## src/rtl/alu_exec_stage.sv

```systemverilog
// Registered ALU execute stage: combinational ALU feeding a 2-entry
// output/skid register pair behind valid/ready handshakes.
module alu_exec_stage #(
   parameter int unsigned WIDTH = 32,
   parameter int unsigned TAG_W = 5
) (
   input  logic             clk,
   input  logic             rst,
   input  logic             in_valid,
   output logic             in_ready,
   input  logic [2:0]       alu_control,
   input  logic [WIDTH-1:0] src_a,
   input  logic [WIDTH-1:0] src_b,
   input  logic [TAG_W-1:0] in_tag,
   output logic             out_valid,
   input  logic             out_ready,
   output logic [WIDTH-1:0] result,
   output logic             zero,
   output logic             overflow,
   output logic             illegal,
   output logic [TAG_W-1:0] out_tag
);

   typedef enum logic [2:0] {
      OP_NONE = 3'b000,
      OP_ADD  = 3'b001,
      OP_SUB  = 3'b010,
      OP_SLT  = 3'b011,
      OP_AND  = 3'b100,
      OP_OR   = 3'b101,
      OP_XOR  = 3'b110,
      OP_NOR  = 3'b111
   } op_e;

   op_e              op;
   logic [WIDTH-1:0] sum;
   logic [WIDTH-1:0] diff;
   logic             add_ovf;
   logic             sub_ovf;
   logic             less;
   logic [WIDTH-1:0] alu_res;
   logic             alu_ovf;
   logic             alu_ill;
   logic             alu_zero;

   assign op = op_e'(alu_control);

   always_comb begin
      sum      = src_a + src_b;
      diff     = src_a - src_b;
      add_ovf  = (src_a[WIDTH-1] == src_b[WIDTH-1]) && (sum[WIDTH-1] != src_a[WIDTH-1]);
      sub_ovf  = (src_a[WIDTH-1] != src_b[WIDTH-1]) && (diff[WIDTH-1] != src_a[WIDTH-1]);
      // Native signed compare stays correct where the sign of a-b would not.
      less     = $signed(src_a) < $signed(src_b);
      alu_res  = '0;
      alu_ovf  = 1'b0;
      alu_ill  = 1'b0;
      unique case (op)
         OP_NONE: alu_ill = 1'b1;
         OP_ADD: begin
            alu_res = sum;
            alu_ovf = add_ovf;
         end
         OP_SUB: begin
            alu_res = diff;
            alu_ovf = sub_ovf;
         end
         OP_SLT:  alu_res = {{(WIDTH-1){1'b0}}, less};
         OP_AND:  alu_res = src_a & src_b;
         OP_OR:   alu_res = src_a | src_b;
         OP_XOR:  alu_res = src_a ^ src_b;
         OP_NOR:  alu_res = ~(src_a | src_b);
         default: alu_res = '0;
      endcase
      alu_zero = (alu_res == '0);
   end

   logic             skid_valid;
   logic [WIDTH-1:0] skid_result;
   logic             skid_zero;
   logic             skid_overflow;
   logic             skid_illegal;
   logic [TAG_W-1:0] skid_tag;

   logic accept;
   logic pop;
   logic skid_next;

   always_comb begin
      accept    = in_valid & in_ready;
      pop       = out_valid & out_ready;
      skid_next = skid_valid ? !pop : (accept & out_valid & !pop);
   end

   always_ff @(posedge clk) begin
      if (rst) begin
         out_valid     <= 1'b0;
         in_ready      <= 1'b1;
         result        <= '0;
         zero          <= 1'b0;
         overflow      <= 1'b0;
         illegal       <= 1'b0;
         out_tag       <= '0;
         skid_valid    <= 1'b0;
         skid_result   <= '0;
         skid_zero     <= 1'b0;
         skid_overflow <= 1'b0;
         skid_illegal  <= 1'b0;
         skid_tag      <= '0;
      end else begin
         // in_ready is low whenever SKID is valid, so a drain never races an accept.
         if (pop && skid_valid) begin
            result   <= skid_result;
            zero     <= skid_zero;
            overflow <= skid_overflow;
            illegal  <= skid_illegal;
            out_tag  <= skid_tag;
         end else if (accept && (!out_valid || pop)) begin
            result    <= alu_res;
            zero      <= alu_zero;
            overflow  <= alu_ovf;
            illegal   <= alu_ill;
            out_tag   <= in_tag;
            out_valid <= 1'b1;
         end else if (accept) begin
            skid_result   <= alu_res;
            skid_zero     <= alu_zero;
            skid_overflow <= alu_ovf;
            skid_illegal  <= alu_ill;
            skid_tag      <= in_tag;
         end else if (pop) begin
            out_valid <= 1'b0;
         end
         skid_valid <= skid_next;
         in_ready   <= !skid_next;
      end
   end

endmodule

```

## config.mk

```make
export PLATFORM = sky130hd
export DESIGN_NAME = alu_exec_stage
export DESIGN_NICKNAME = d
export VERILOG_FILES = /design/src/rtl/alu_exec_stage.sv
export SDC_FILE = /design/constraint.sdc
export NUM_CORES = 1
export LEC_CHECK = 0
export ABC_AREA = 1
export CELL_PAD_IN_SITES_DETAIL_PLACEMENT = 2
export CELL_PAD_IN_SITES_GLOBAL_PLACEMENT = 2
export CORE_MARGIN = 5
export CORE_UTILIZATION = 30
export CTS_CLUSTER_SIZE = 30
export DETAILED_ROUTE_END_ITERATION = 10
export PLACE_DENSITY_LB_ADDON = 0.3
export RECOVER_POWER = 25
export SLEW_MARGIN = 20
export SYNTH_ARGS = -nofsm -noshare
export SYNTH_HDL_FRONTEND = slang
export SYNTH_SLANG_ARGS = --single-unit
export TNS_END_PERCENT = 5
```

## constraint.sdc

```tcl
create_clock -name clk -period 2.8 [get_ports clk]
set_input_delay 0.56 -clock clk [delete_from_list [all_inputs] [get_ports clk]]
set_output_delay 0.56 -clock clk [all_outputs]
set_load 0.005 [all_outputs]
```

==> impl_metrics.csv, run 1 <==
group,metric,value,unit
synthesis,synth_cell_types,41,
floorplan,dieHeight,195,um
synthesis,yosysWarnings,0,
clock_tree,clock_tree.buffer_depth,2,
outcome,error_line,"[ERROR DPL-0033] detailed placement checks failed during check placement.",
synthesis,synth.avg_cell_area,5.56,um2
synthesis,ys_seq_area_frac,0.163,
clock_tree,clock-sinks,83,
synthesis,netlist.top_cell.by_area,"nand2_1",
placement,gp_congestion,0.975,
clock_tree,cts_hold_buf,0,
clock_tree,cts_made_buffers,9,
synthesis,synth_area_leaders,"nand2_1, dfxtp_1, inv_1",
floorplan,ioPinCount,118,
placement,hpwl,47.4,mm
placement,port_buffers,117,
floorplan,rows,67,
synthesis,synth_top_area_share,0.191,
clock_tree,htreeDepth,3,
synthesis,syn_nets,2016,
clock_tree,postCtsSetupBuffers,59,
synthesis,synth_seq_cells,83,
floorplan,start_util,0.304,
outcome,outcome,"stopped before the end",
synthesis,synth_area,10200,um2
clock_tree,cts_root_buffer,"clkbuf_16",
floorplan,die_x,195,um
synthesis,synthCells,1836,
placement,placed_cell_area,14200,um2
clock_tree,cts_resized,559,
outcome,stop_stage,"4_1_cts",
through the flow:
step	TNS, ps	std cells	hold WS, ps	worst slack, ps
detailed placement	-42610	2672	461	-1240
global placement	-30470	2672	446	-968
floorplan	0	1836	436	210
synthesized netlist by cell type (all sizes together):
library cell / count
a211oi: 1
a21boi: 1
o221ai: 1
nor3: 14
or2: 1
inv: 382
nand4: 16
a221oi: 23
ha: 102
o21a: 1
nand3b: 1
fa: 2
clkbuf: 36
a31oi: 3
xor2: 1
o21ai: 94
and2: 1
o211ai: 11
a22oi: 1
buf: 41
nand2: 523
o2111ai: 1
o22ai: 28
a21oi: 146
and3: 4
nand3: 156
o21bai: 8
o31ai: 1
nor2: 153
dfxtp: 83
cell families after synthesis:
group,count (synthesis),share of synthesized area
buffers and inverters,459,0.178
XOR/XNOR,1,0.000858
flip-flops,83,0.163
AO/OA/AOI/OAI,320,0.177
AND/OR/NAND/NOR,869,0.352
adder cells (fa/ha/maj),104,0.129
==> run 2, diff against run 1 <==
--- a/config.mk
+++ b/config.mk
@@ -6,13 +6,10 @@
 export NUM_CORES = 1
 export LEC_CHECK = 0
 export ABC_AREA = 1
-export CELL_PAD_IN_SITES_DETAIL_PLACEMENT = 2
-export CELL_PAD_IN_SITES_GLOBAL_PLACEMENT = 2
 export CORE_MARGIN = 5
 export CORE_UTILIZATION = 30
-export CTS_CLUSTER_SIZE = 30
 export DETAILED_ROUTE_END_ITERATION = 10
-export PLACE_DENSITY_LB_ADDON = 0.3
+export PLACE_DENSITY_LB_ADDON = 0.15
 export RECOVER_POWER = 25
 export SLEW_MARGIN = 20
 export SYNTH_ARGS = -nofsm -noshare
==> impl_metrics.csv, run 2 <==
group,metric,value,unit
synthesis,synth_area_leaders,"nand2_1, dfxtp_1, inv_1",
finish,fin_nets,2462,
pwr,power.leakage,0.00864,uW
sta,period_share,0.950,
worst_setup_path,cp_num_buf_inv,5,
clock_tree,clkSlewWorstSetupHoldPaths,60,ps
finish,drive_above_1_share,0.359,
worst_setup_path,crit_chain,"clkdlybuf4s15_1 > inv_2 > ha_4 > buf_6 > inv_1 > a21oi_2 > nand2_2 > buf_4 > nand2_2 > nand3_4 > nand2_2 > nand3_1 > nand3_1 > nand3_1 > nor2_1 > nand2_1 > nor2_2 > nand3_2 > nand2_1 > nand2_1 > a21oi_2",
worst_hold_path,min_path_cells,2,
worst_hold_path,min_to,"out_tag[2]$_SDFFE_PP0P_",
worst_setup_path,startpoint_type,"input pin",
synthesis,synthSimpleGateAreaFrac,0.352,
floorplan,rows,67,
synthesis,yosysWarnings,0,
synthesis,synth_edf_count,0,
synthesis,synthAdderAreaFrac,0.129,
drt,wl_per_cell,15.3,um
worst_setup_path,arrival,2920,ps
synthesis,synthMostInstantiatedCell,"nand2_1",
floorplan,design.core.area,33600,um2
synthesis,synth_seq_cells,83,
sta,fmax,0.376,GHz
finish,largestRegisters,"result (32), skid_result (32)",
pwr,p_per_area,336,nW/um2
placement,port_buffers,117,
floorplan,ioPinCount,118,
global_route,grt-ovfl-total,0,
placement,numPlacedInstances,2658,
outcome,outcome,"completed",
global_route,grt_pass1_wl,65.2,mm
clock_tree,clock-sinks,83,
clock_tree,cts_tree,"built",
worst_hold_path,min-delay-start,"skid_tag[2]$_SDFFE_PP0P_",
floorplan,die_x,195,um
synthesis,ys.flop_type,"dfxtp_1",
synthesis,synth_cell_types,41,
synthesis,synth.avg_cell_area,5.56,um2
global_route,grt_pass1_vias,12300,
global_route,antenna_found_initial,0,
flow_run,drv_cap,0,
sta,min_period,2660,ps
global_route,grt_max_degree,66,
finish,final_cell_mix,"nand2_1, buf_4, inv_1, nand3_1, a21oi_1",
synthesis,synth_xor_area_frac,0.000857,
worst_setup_path,crit_type,"in -> reg",
floorplan,dieHeight,195,um
worst_setup_path,r2r_setup_slack,1270,ps
floorplan,fp.dieArea,37800,um2
finish,syn_to_final_growth,61.5,%
drt,drc,0,
sta,rsz0062_at_grt,"yes",
clock_tree,cts_made_buffers,9,
synthesis,synth_top_family_by_area,"simple AND/OR/NAND/NOR gates",
placement,hpwl,34.1,mm
finish,layout_commonest_cell,"nand2_1",
synthesis,synth_compound_area_frac,0.177,
worst_setup_path,path_delay_family,"simple AND/OR/NAND/NOR gates",
worst_setup_path,required,3060,ps
clock_tree,clock_tree.buffer_depth,2,
pwr,ir_worst_vdd,0.441,mV
sta,slew_headroom,0.553,
sta,worst_slew_pin_slew,670,ps
drt,avgViaCountPerCell,4.71,
synthesis,async_reset_ff_frac,0,
synthesis,synthCells,1836,
drt,drt_iter0_drc,873,
finish,antenna-diode-count,0,
floorplan,start_util,0.304,
drt,wl,41.8,mm
global_route,track_usage,0.212,
clock_tree,cts_hold_buf,0,
drt,dr.pass1.iters,5,
worst_setup_path,cp-end-kind,"flip-flop",
worst_setup_path,reg2reg_depth,6,
sta,finalSetupViolCount,0,
worst_hold_path,hold_path.class,"reg -> reg",
synthesis,netlist.top_cell.by_area,"nand2_1",
placement,gp_congestion,0.967,
worst_setup_path,worstReg2RegStart,"out_valid$_SDFFE_PP0P_",
sta,finalSetupTns,0,ps
synthesis,ys_seq_area_frac,0.163,
clock_tree,cts_root_buffer,"clkbuf_16",
synthesis,synth_top_area_share,0.191,
synthesis,synth_area,10200,um2
drt,ant_nets,0,
synthesis,synthMuxAreaShare,0,
worst_setup_path,cp_slowest_cell,"ha_4",
clock_tree,htreeDepth,3,
worst_setup_path,cp_max_fo,6,
finish,finalNonFillerCells,2735,
drt,vias,12900,
synthesis,syn_nets,2016,
worst_setup_path,max_stage_delay,280,ps
sta,finalHoldViolCount,0,
sta,clock-skew-final,5.36,ps
worst_setup_path,worstReg2RegEnd,"result[9]$_SDFFE_PP0P_",
sta,finalMaxSlewViolations,0,
synthesis,synth_common_cells,"nand2_1, inv_1, nand3_1",
clock_tree,clkLatencyLatePin,330,ps
==> run 2: cell counts after synthesis <==
No cell type changed its count.
==> run 2: tightest hold or removal path, delay by kind of cell (launching register included) <==
family	cells	cell delay [ps]
AOI/OAI and AO/OA	1	50
DFF	1	310
and+or+nand+nor	1	60
==> run 2: worst max-delay path by stage <==
stage	start	endpoint	cells after the start
CTS	src_a[15]	zero$_SDFFE_PP0P_	21
floorplan	src_a[0]	zero$_SDFFE_PP0P_	19
global placement	src_a[24]	zero$_SDFFE_PP0P_	19
finish	src_a[3]	zero$_SDFFE_PP0P_	21
global route	src_a[1]	zero$_SDFFE_PP0P_	22
detailed placement	src_a[0]	zero$_SDFFE_PP0P_	23
==> run 2: report_power, final <==
| part | internal, uW | switching [uW] |
|---|---|---|
| clock network | 896 | 450 |
| logic | 1350 | 1560 |
| registers | 1250 | 33.1 |
| total | 3490 | 2050 |
==> run 2: kinds of logic (layout without fill, tap and decap cells) <==
family	after synthesis	after routing
AOI/OAI and AO/OA	320	320
xor gates and xnor gates	1	1
adders and majority gates	104	104
buffers and inverters	459	910
DFF	83	83
and+or+nand+nor	869	869
==> run 2: per-layer routing <==
metal,track usage,routed length [um]
met4,0.0536,1010
met2,0.350,18900
met3,0.0151,1590
met5,0,0
met1,0.302,20300
==> run 2: layout make-up <==
type	instances	area, um2
flip-flops and latches	83	1660
inverters	382	1430
fillers	3564	17100
clock buffers	12	246
well taps	448	561
clock inverters	4	97.6
multi-input cells	1294	8260
repair buffers	512	4240
==> run 2: timing repair <==
action | 4_1_cts | 5_1_grt
pin swaps | 108 | 90
resized for setup | 414 | 160
setup buffers | 40 | 21
setup endpoints to repair | 52 | 22
==> run 2: metrics by stage <==
stage	cell area [um2]	setup slack (ps)	power [uW]	utilization	hold slack, ps
6_report	16500	140	5540	0.491	460
5_1_grt	16500	-33.2	5890	0.491	479
4_1_cts	16000	2.60	5410	0.475	463
3_5_place_dp	14200	-929	3670	0.422	453
3_3_place_gp	14200	-949	3660	0.422	448
2_1_floorplan	10200	210	2460	-	436
Power figures use the tool's default switching activity.
==> run 3, diff against run 2 <==
--- a/config.mk
+++ b/config.mk
@@ -9,7 +9,6 @@
 export CORE_MARGIN = 5
 export CORE_UTILIZATION = 30
 export DETAILED_ROUTE_END_ITERATION = 10
-export PLACE_DENSITY_LB_ADDON = 0.15
 export RECOVER_POWER = 25
 export SLEW_MARGIN = 20
 export SYNTH_ARGS = -nofsm -noshare
==> impl_metrics.csv, run 3 (synthesis gave the netlist of run 2 again) <==
group,metric,value,unit
outcome,outcome,"completed",
worst_setup_path,crit_type,"in -> reg",
finish,design_area,17000,um2
worst_hold_path,min_path_cells,2,
floorplan,start_util,0.304,
drt,ant_nets,0,
drt,drc,0,
sta,fmax,0.374,GHz
finish,antenna-diode-count,0,
clock_tree,cts_tree,"built",
finish,fin_nets,2500,
worst_setup_path,startpoint_type,"input pin",
sta,worst_slew_pin_slew,966,ps
pwr,combinationalPowerShare,0.562,
sta,finalSetupViolCount,0,
floorplan,rows,67,
drt,wl,44.0,mm
drt,drt_iter0_drc,860,
clock_tree,htreeDepth,3,
floorplan,die_x,195,um
sta,finalMaxSlewViolations,0,
worst_setup_path,reg2reg_depth,8,
placement,hpwl,35.3,mm
sta,min_period,2680,ps
global_route,antenna_found_initial,0,
clock_tree,cts_made_buffers,9,
placement,placed_cell_area,14300,um2
finish,layout_commonest_cell,"nand2_1",
global_route,grt-ovfl-total,0,
floorplan,fp.dieArea,37800,um2
pwr,power_frac_clock,0.203,
flow_run,drv_cap,0,
worst_hold_path,min-delay-start,"skid_tag[3]$_SDFFE_PP0P_",
global_route,grt_pass1_vias,12700,
worst_setup_path,worstReg2RegEnd,"in_ready$_SDFF_PP1_",
pwr,power.share.switching,0.393,
pwr,p_per_area,321,nW/um2
drt,dr.pass1.iters,5,
finish,drive_above_1_share,0.394,
worst_setup_path,arrival,2940,ps
pwr,power.leakage,0.00899,uW
worst_hold_path,min_to,"out_tag[3]$_SDFFE_PP0P_",
clock_tree,clock-sinks,83,
pwr,p_switching,2150,uW
placement,gp_congestion,0.940,
finish,multi_input_area,8550,um2
placement,port_buffers,117,
finish,fillers,3411,
worst_setup_path,cp-end-kind,"flip-flop",
finish,final_util,0.507,
sta,rsz0062_at_grt,"yes",
sta,period_share,0.956,
finish,final_cell_mix,"nand2_1, buf_4, inv_1, nand3_1, a21oi_1",
drt,avgViaCountPerCell,4.78,
clock_tree,cts_root_buffer,"clkbuf_16",
sta,finalSetupTns,0,ps
clock_tree,cts_hold_buf,0,
global_route,grt_max_degree,62,
floorplan,dieHeight,195,um
finish,seq_area,1660,um2
worst_setup_path,worstReg2RegStart,"out_valid$_SDFFE_PP0P_",
drt,vias,13200,
clock_tree,clock_tree.buffer_depth,2,
floorplan,design.core.area,33600,um2
clock_tree,clkSlewWorstSetupHoldPaths,60,ps
worst_setup_path,cp_max_fo,5,
pwr,ir_worst_vdd,0.376,mV
pwr,internal_power,3320,uW
worst_setup_path,required,3060,ps
sta,clock-skew-final,6.30,ps
sta,slew_headroom,0.356,
floorplan,ioPinCount,118,
drt,wl_per_cell,15.9,um
clock_tree,clkLatencyLatePin,330,ps
sta,finalHoldViolCount,0,
pwr,finalPower,5470,uW
pwr,seqPwrFrac,0.235,
finish,largestRegisters,"result (32), skid_result (32)",
worst_hold_path,hold_path.class,"reg -> reg",
global_route,track_usage,0.221,
finish,syn_to_final_growth,66.9,%
worst_setup_path,r2r_setup_slack,910,ps
global_route,grt_pass1_wl,67.8,mm
run 3: worst max-delay path, stage by stage:
cell,delay (ps)
buf_2,100
inv_2,50
ha_4,290
buf_6,140
inv_2,40
buf_4,130
nand2_1,50
nand2_1,60
nand2_1,90
nand3_2,170
nand2_2,120
nand2_2,100
nand2_1,100
nand3_1,70
nand3_1,90
nand3_2,110
nor2_2,130
nand2_1,80
nor2_2,130
nand3_2,90
nand2_1,60
nand2_1,60
a21oi_2,120
run 3: worst max-delay path by stage:
stage          depth (start not counted)                 to  slack [ps]  startpoint
3_5_place_dp                          24  zero$_SDFFE_PP0P_        -960    src_a[0]
6_report                              23  zero$_SDFFE_PP0P_         120    src_b[3]
3_3_place_gp                          22  zero$_SDFFE_PP0P_        -950    src_b[7]
2_1_floorplan                         19  zero$_SDFFE_PP0P_         210    src_a[0]
4_1_cts                               20  zero$_SDFFE_PP0P_           2   src_a[25]
5_1_grt                               21  zero$_SDFFE_PP0P_         -60    src_a[1]
run 3: what timing repair did:
item,in CTS,in global routing
resized for setup,456,242
setup buffers,51,31
pin swaps,125,125
setup endpoints to repair,50,25
run 3: cell type report:
cell class,instances,share of cell area
repair buffers,550,0.267
well taps,448,0.0329
clock buffers,13,0.0153
inverters,382,0.0846
clock inverters,3,0.00132
multi-input cells,1294,0.502
flip-flops and latches,83,0.0975
run 3: per-layer routing:
metal  GRT usage  wire [um]  part of all wire
met3      0.0234       2180             0.050
met1       0.307      20600              0.47
met5           0          0                 0
met4      0.0560       1150             0.026
met2       0.366      20000              0.46
run 3: power groups by stage:
stage / Combinational [uW] / Sequential, uW / Clock (uW)
CTS: 2840 / 1290 / 1130
finish: 3080 / 1290 / 1110
detailed placement: 2400 / 1310 / 0
global placement: 2380 / 1310 / 0
global route: 3330 / 1290 / 1190
floorplan: 1150 / 1310 / 0
run 3: through the flow:
stage               setup slack [ps]  hold slack (ps)  cells
CTS                             1.98              461   2743
detailed placement              -956              451   2676
global placement                -948              443   2676
finish                           123              460   2773
global route                   -58.9              471   2773
floorplan                        210              436   1836
==> run 4, diff against run 3 <==
--- a/config.mk
+++ b/config.mk
@@ -8,6 +8,7 @@
 export ABC_AREA = 1
 export CORE_MARGIN = 5
 export CORE_UTILIZATION = 30
+export CTS_BUF_LIST = sky130_fd_sc_hd__clkbuf_4
 export DETAILED_ROUTE_END_ITERATION = 10
 export RECOVER_POWER = 25
 export SLEW_MARGIN = 20
==> impl_metrics.csv, run 4 (synthesis gave the netlist of run 2 again) <==
group,metric,value,unit
clock_tree,cts_root_buffer,"clkbuf_4",
drt,vias,13100,
finish,syn_to_final_growth,63.2,%
flow_run,drv_cap,0,
floorplan,ioPinCount,118,
finish,final_cell_mix,"nand2_1, buf_4, inv_1, a21oi_1, nand3_1",
global_route,met2_usage,0.370,
drt,ant_nets,0,
worst_setup_path,crit_type,"in -> reg",
clock_tree,clock_tree.buffer_depth,2,
global_route,use_met3,0.0230,
drt,avgViaCountPerCell,4.75,
pwr,ir_worst_vdd,0.191,mV
global_route,grt_pass1_vias,12500,
worst_setup_path,path_delay_family,"buffers and inverters",
worst_hold_path,hold_path.class,"reg -> reg",
clock_tree,clkSlewWorstSetupHoldPaths,130,ps
sta,fin_ws,112,ps
worst_setup_path,cp_max_fo,21,
drt,wl,43.6,mm
drt,drt_iter0_drc,872,
worst_setup_path,required,3160,ps
pwr,p_per_area,293,nW/um2
finish,drive_above_1_share,0.365,
global_route,grt_max_degree,62,
worst_setup_path,max_stage_delay,490,ps
floorplan,fp.dieArea,37800,um2
finish,fillers,3485,
sta,min_period,2690,ps
global_route,grt.busiest_layer,"met2",
worst_setup_path,cp-end-kind,"flip-flop",
drt,drc,0,
floorplan,design.core.area,33600,um2
worst_setup_path,crit_chain,"clkdlybuf4s50_1 > inv_2 > nor2_2 > buf_4 > nand2_1 > inv_2 > buf_12 > nand3_1 > nand2_1 > nor2_2 > buf_4 > buf_4 > buf_4 > buf_4 > buf_4 > inv_1 > o21ai_0 > a21oi_1",
clock_tree,clkLatencyLatePin,420,ps
drt,dr.pass1.iters,6,
pwr,finalPower,4890,uW
placement,hpwl,35.3,mm
sta,finalHoldViolCount,0,
finish,antenna-diode-count,0,
clock_tree,htreeDepth,3,
placement,pre_cts_ws,-956,ps
clock_tree,clock-sinks,83,
finish,final_util,0.496,
placement,placed_cell_area,14300,um2
worst_setup_path,arrival,3050,ps
global_route,grt_pass1_wl,67.1,mm
worst_setup_path,startpoint_type,"input pin",
worst_setup_path,crit_path_frequent_cell,"buf_4",
global_route,grt_use_met1,0.305,
sta,worst_slew_pin_slew,969,ps
finish,largestRegisters,"result (32), skid_result (32)",
sta,period_share,0.960,
floorplan,rows,67,
clock_tree,cts_made_buffers,9,
pwr,power.leakage,0.00897,uW
drt,wl_per_cell,15.8,um
sta,finalSetupViolCount,0,
clock_tree,cts_hold_buf,0,
worst_setup_path,cp_slowest_cell,"clkdlybuf4s50_1",
worst_setup_path,cp_num_buf_inv,11,
global_route,antenna_found_initial,0,
global_route,track_usage,0.218,
outcome,outcome,"completed",
floorplan,dieHeight,195,um
floorplan,start_util,0.304,
clock_tree,cts_tree,"built",
global_route,grt-ovfl-total,0,
sta,clock-skew-final,12.8,ps
finish,fin_nets,2482,
sta,finalHoldWorstSlack,466,ps
finish,layout_commonest_cell,"nand2_1",
sta,fmax,0.372,GHz
floorplan,die_x,195,um
sta,slew_headroom,0.354,
sta,finalMaxSlewViolations,0,
placement,gp_congestion,0.940,
placement,port_buffers,117,
finish,design_area,16700,um2
## run 4: cell types whose count changed in the layout (fill, tap and decap cells not counted), moves of 8 or more
cell and change:
dlymetal6s2s_1 +27, inv_1 +21, inv_2 -19, clkdlybuf4s50_1 +14
clkbuf_2 -13, buf_6 -12, dlygate4sd2_1 -12, nand2_1 +12
clkbuf_4 +11, clkbuf_16 -9, nand2_4 -9, nor2_2 +9
dlygate4sd3_1 -8
## run 4: metal layers
metal,wire (um),vias up,share of wire
met5,0,-,0
met4,893,0,0.020
met3,2180,56,0.050
met2,20000,333,0.46
met1,20500,6011,0.47
li1,-,6698,-
## run 4: layout make-up
cell class / count / area, um2 / area share
inverters: 382 / 1440 / 0.0862
well taps: 448 / 561 / 0.0336
repair buffers: 532 / 4510 / 0.271
flip-flops and latches: 83 / 1660 / 0.0997
clock inverters: 5 / 30.0 / 0.00180
clock buffers: 11 / 82.6 / 0.00495
multi-input cells: 1294 / 8390 / 0.503
## run 4: worst paths after layout
| path | endpoint | from | slack, ps | depth (start not counted) |
|---|---|---|---|---|
| setup / recovery | result[10]$_SDFFE_PP0P_ | alu_control[1] | 110 | 18 |
| hold / removal | out_tag[1]$_SDFFE_PP0P_ | skid_tag[1]$_SDFFE_PP0P_ | 470 | 2 |
| setup reg to reg | in_ready$_SDFF_PP1_ | out_valid$_SDFFE_PP0P_ | 900 | 8 |
| hold reg to reg | out_tag[1]$_SDFFE_PP0P_ | skid_tag[1]$_SDFFE_PP0P_ | 470 | 2 |
## run 4: repair_timing
item	CTS	global route
pin swaps	79	112
setup endpoints to repair	36	27
buffers inserted	36	27
gates resized for setup	282	292
## run 4: power by group
| group | internal (uW) | switching, uW | total (uW) | leakage [uW] |
|---|---|---|---|---|
| clock | 197 | 400 | 597 | 0.0000542 |
| combinational | 1390 | 1620 | 3010 | 0.00824 |
| sequential | 1250 | 33.4 | 1280 | 0.000677 |
| total | 2840 | 2050 | 4890 | 0.00897 |
## run 4: worst min-delay path, stage by stage (launching register included)
cell and delay, ps:
dfxtp_1 330, nand2_1 60, a21oi_1 50
## run 4: stage by stage
stage	std cells	setup TNS, ps
3_3_place_gp	2676	-29350
4_1_cts	2728	-8.47
3_5_place_dp	2676	-30210
5_1_grt	2755	-20.2
6_report	2755	0
2_1_floorplan	1836	0
